**src/rtl/fifo_pkg.sv**
```systemverilog
// Shared definitions for the async FIFO read side: sizes, prefetch buffer states
// and the parity helper used when RD_PARITY_EN is defined.
package fifo_pkg;

  localparam int ADDR_W = 4;
  localparam int DATA_W = 8;

  typedef enum logic [1:0] {
    EMPTY = 2'd0,
    ONE   = 2'd1,
    TWO   = 2'd2
  } buf_state_e;

  // Stored parity bit: set when the payload carries an odd number of ones.
  function automatic logic odd_parity(input logic [DATA_W-1:0] d);
    return ^d;
  endfunction

endpackage

```
**src/rtl/rd_skid_buf.sv**
```systemverilog
// Two-slot head/tail prefetch register for the FIFO read stream; the head slot
// drives the stream payload directly, so the output is fully registered.
module rd_skid_buf #(
  parameter int DATA_W = 8
) (
  input  logic              rclk,
  input  logic              rrst_n,
  input  logic              ld,
  input  logic [DATA_W-1:0] din,
  input  logic              pop,
  input  logic              flush,
  output logic              valid,
  output logic [DATA_W-1:0] head,
  output logic [1:0]        cnt
);
  import fifo_pkg::*;

  buf_state_e        state, state_nxt;
  logic [DATA_W-1:0] tail, head_nxt, tail_nxt;

  always_ff @(posedge rclk or negedge rrst_n) begin
    if (!rrst_n) begin
      state <= EMPTY;
      head  <= '0;
      tail  <= '0;
    end else begin
      state <= state_nxt;
      head  <= head_nxt;
      tail  <= tail_nxt;
    end
  end

  // Flush wins over everything, which is what makes a pop in the flush cycle void.
  always_comb begin
    state_nxt = state;
    head_nxt  = head;
    tail_nxt  = tail;
    if (flush) begin
      state_nxt = EMPTY;
    end else begin
      case (state)
        EMPTY: begin
          if (ld) begin
            state_nxt = ONE;
            head_nxt  = din;
          end
        end
        ONE: begin
          if (ld && pop) begin
            head_nxt = din;
          end else if (ld) begin
            state_nxt = TWO;
            tail_nxt  = din;
          end else if (pop) begin
            state_nxt = EMPTY;
          end
        end
        TWO: begin
          if (pop) begin
            head_nxt = tail;
            if (ld) tail_nxt = din;
            else    state_nxt = ONE;
          end
        end
        default: state_nxt = EMPTY;
      endcase
    end
  end

  assign valid = (state != EMPTY);
  assign cnt   = state;

  a_no_overflow: assert property (@(posedge rclk) disable iff (!rrst_n)
    !(state == TWO && ld && !pop && !flush));

endmodule

```
**src/rtl/fifo_rd_prefetch.sv**
```systemverilog
// Read-side output stage of the async FIFO: issues rinc against buffer credit and
// hides the memory read latency. Optional parity check under RD_PARITY_EN.
module fifo_rd_prefetch #(
  parameter int DATA_W = fifo_pkg::DATA_W
) (
  input  logic              rclk,
  input  logic              rrst_n,
  input  logic              rempty,
  output logic              rinc,
`ifdef RD_PARITY_EN
  input  logic [DATA_W:0]   mem_rdata,
`else
  input  logic [DATA_W-1:0] mem_rdata,
`endif
  input  logic              rflush,
  output logic              m_valid,
  output logic [DATA_W-1:0] m_data,
  input  logic              m_ready,
  output logic              rperr
);
  import fifo_pkg::*;

  logic              infl;
  logic              pop;
  logic              ld;
  logic [1:0]        cnt;
  logic [2:0]        occ;
  logic [DATA_W-1:0] payload;

  assign pop = m_valid & m_ready;
  assign ld  = infl & !rflush;

  // Credit counts the in-flight word too, so buffered + in-flight never exceeds two.
  assign occ  = 3'(cnt) + 3'(infl) - 3'(pop);
  assign rinc = rrst_n & !rempty & !rflush & (occ < 3'd2);

  always_ff @(posedge rclk or negedge rrst_n) begin
    if (!rrst_n) infl <= 1'b0;
    else         infl <= rinc;
  end

`ifdef RD_PARITY_EN
  logic rperr_q;

  assign payload = mem_rdata[DATA_W-1:0];

  always_ff @(posedge rclk or negedge rrst_n) begin
    if (!rrst_n)
      rperr_q <= 1'b0;
    else if (ld && (mem_rdata[DATA_W] != odd_parity(payload)))
      rperr_q <= 1'b1;
  end

  assign rperr = rperr_q;
`else
  assign payload = mem_rdata;
  assign rperr   = 1'b0;
`endif

  rd_skid_buf #(.DATA_W(DATA_W)) u_skid (
    .rclk   (rclk),
    .rrst_n (rrst_n),
    .ld     (ld),
    .din    (payload),
    .pop    (pop),
    .flush  (rflush),
    .valid  (m_valid),
    .head   (m_data),
    .cnt    (cnt)
  );

endmodule

```
**config.mk**
```make
export PLATFORM = sky130hd
export DESIGN_NAME = fifo_rd_prefetch
export DESIGN_NICKNAME = d
export VERILOG_FILES = /design/src/rtl/fifo_pkg.sv /design/src/rtl/rd_skid_buf.sv /design/src/rtl/fifo_rd_prefetch.sv
export SDC_FILE = /design/constraint.sdc
export NUM_CORES = 1
export LEC_CHECK = 0
export ABC_AREA = 1
export ABC_CLOCK_PERIOD_IN_PS = 2400
export CAP_MARGIN = 40
export CORE_MARGIN = 4
export CORE_UTILIZATION = 60
export CTS_BUF_LIST = sky130_fd_sc_hd__clkbuf_4
export DETAILED_ROUTE_END_ITERATION = 10
export DONT_BUFFER_PORTS = 1
export PLACE_DENSITY = 0.77
export SYNTH_ARGS = -nofsm -noshare
export SYNTH_HDL_FRONTEND = slang
export SYNTH_SLANG_ARGS = --single-unit
```
**constraint.sdc**
```tcl
create_clock -name rclk -period 2.4 [get_ports rclk]
set_input_delay 0.48 -clock rclk [delete_from_list [all_inputs] [get_ports rclk]]
set_output_delay 0.48 -clock rclk [all_outputs]
set_load 0.05 [all_outputs]
```
==> flow_summary.ini <==
[yosys]
yosys_warnings = 0
synth_top_area_share_pct = 45.5
synth_nets = 150
ys_ff_latch = 19
synth_edf_count = 0
ys.flop_type = dfrtp_1
synthArstFlopShare_pct = 100
synth_area_leaders = dfrtp_1, nand2_1, inv_1, o21ai_2, o21ai_0
synth.most_common_cell = nand2_1
synth_area_leader_cell = dfrtp_1
yosysSeqAreaShare_pct = 45.5
synth.distinct_cells = 24
synth_area_um2 = 1050
synth_common_cells = nand2_1, dfrtp_1, inv_1
syn_inst = 136
avgSynthCellArea_um2 = 7.69

[global_route]
grt_pass1_wl_um = 3760
grt-ovfl-total = 0
track_usage_pct = 19.8
first_global_vias = 847
grt_start_max_net_pins = 20
grt_antenna_before_repair = 0

[final_layout]
area_growth_pct = 10.5
nets = 158
num-fill-cells = 131
antenna_cells = 0
regArea_um2 = 478
postLayoutCoreUtil_pct = 73.3
layout-drive-gt1-share_pct = 21.7
multi_input_area_um2 = 494

[clocking]
cts-htree-levels = 1
cts_buffers = 3
cts_tree = yes
clock-sinks = 19
clk_latency_ns = 0.30
cts_root_buf = clkbuf_4
clk_pin_slew_ns = 0.11
clock_path_buffers = 2

[detailed_routing]
drt_wl_total_um = 2110
drt_iter0_drc = 15
avgRoutedWirePerCell_um = 13.2
drtPass1Iterations = 4
viasPerCell = 5.36
drcViolationCount = 0
ant_nets = 0
via_count = 852

[pwr]
ir_drop_v = 0.000790
p_total_uw = 1270
leakage_uw = 0.000619
cellPowerDensity_nw_per_um2 = 1100

[setup_path]
start_kind = flip-flop
cp_max_fo = 4
cp_data_required_time_ns = 1.92
critical_path.endpoint_type = output pin
crit_type = reg -> out
rrSetupSlack_ns = 0.65
arrival_ns = 2.13

[sta]
slew_headroom_pct = 41.8
worst_clock_skew_ns = 0.00803
setup_slack_ns = -0.207
worst_pin_slew_ns = 0.870
hold_viol = 0
setup_viol = 1
rsz0062_at_grt = yes
max_clock_freq_mhz = 384
period_minus_slack_ns = 2.61
final_max_slew_viol_count = 0
fin_crit_sh_pct = 109

[floorplanning]
die_h_um = 49.8
rows = 14
die_area_um2 = 2480
core_area_um2 = 1580
pin_count = 24
start_util_pct = 66.3
die_w_um = 49.8

[place]
port_buffers = 0
place.gp.congestion = 0.815
dp_hpwl_um = 1590

[run_status]
status = finished, violations left
violations = negative setup slack

[worst_hold_path]
hp-class = in -> reg

[job]
drv_cap = 0
==> per-stage QoR <==
stage	instances	worst slack (ns)	cell area [um^2]	setup TNS (ns)	hold WS, ns
floorplan	136	-0.137	1070	-0.137	0.184
global placement	153	0.138	1100	0	0.185
detailed placement	153	0.0670	1100	0	0.185
CTS	159	-0.214	1150	-0.214	0.233
global route	159	-0.350	1160	-0.350	0.220
finish	159	-0.207	1160	-0.207	0.233
==> logic make-up (layout without fill, tap and decap cells) <==
kind of cell	after synthesis	in the layout	synth area share, %
AO/OA/AOI/OAI	20	20	13.0
AND/OR/NAND/NOR	72	72	29.1
adder cells (fa/ha/maj)	1	1	1.91
flip-flops	19	19	45.5
XOR/XNOR	1	1	0.837
buffers and inverters	22	29	9.33
other	1	1	0.359
==> layout make-up <==
type / count / area share (%)
Clock buffer: 3 / 1.95
Clock inverter: 1 / 0.433
Inverter: 19 / 6.60
Multi-Input combinational cell: 95 / 42.7
Sequential cell: 19 / 41.3
Tap cell: 16 / 1.73
Timing Repair Buffer: 6 / 5.19
==> final timing paths <==
check	from	to	depth (start not counted)
setup reg to reg	u_skid.cnt[1]	infl	8
max in group asynchronous	rrst_n	u_skid.cnt[0]	1
min in group asynchronous	rrst_n	infl	1
hold / removal	rflush	infl	1
hold reg to reg	u_skid.tail[0]	u_skid.tail[0]	2
setup / recovery	u_skid.cnt[1]	rinc	9
==> registers in the layout (all words and copies together), names as in the netlist <==
signal and count:
infl 1, u_skid.cnt 2, u_skid.head 8, u_skid.tail 8
==> cells in the final DEF, fill, tap and decap left out, drive strengths merged <==
| cell type | n |
|---|---|
| dfrtp | 19 |
| o211ai | 1 |
| nand2 | 53 |
| nor3 | 1 |
| clkinv | 1 |
| nand3 | 4 |
| buf | 5 |
| xor2 | 1 |
| a21oi | 4 |
| fa | 1 |
| nand4 | 2 |
| dlygate4sd3 | 1 |
| clkbuf | 3 |
| o21ai | 15 |
| conb | 1 |
| nor4 | 1 |
| inv | 19 |
| nor2 | 11 |
==> timing repair <==
action / CTS / global route
setup buffers: 1 / 0
endpoints found under the setup margin: 1 / 1
hold endpoints to repair: 19 / 0
gates resized for setup: 0 / 2
hold buffers: 1 / 0
pin swaps: 1 / 0
==> critical path, cell delays in order, from the launching register on <==
cell     delay (ns)
dfrtp_2        0.41
inv_4          0.05
nor2_4         0.11
nand2_2        0.09
o21ai_2        0.06
nand2_1        0.07
fa_1           0.51
nand2_2        0.07
nor4_4         0.28
buf_12         0.18
==> where the power goes <==
part           switching (uW)  internal (uW)
sequential                298            445
combinational             238            131
clock                     100           62.1
==> layer usage <==
layer	global-route usage (%)	vias up	wire, um
li1	-	435	-
met1	24.3	391	928
met2	32.4	22	1050
met3	5.42	4	108
met4	8.29	0	19
met5	0	-	0
(Power assumes the default switching activity.)
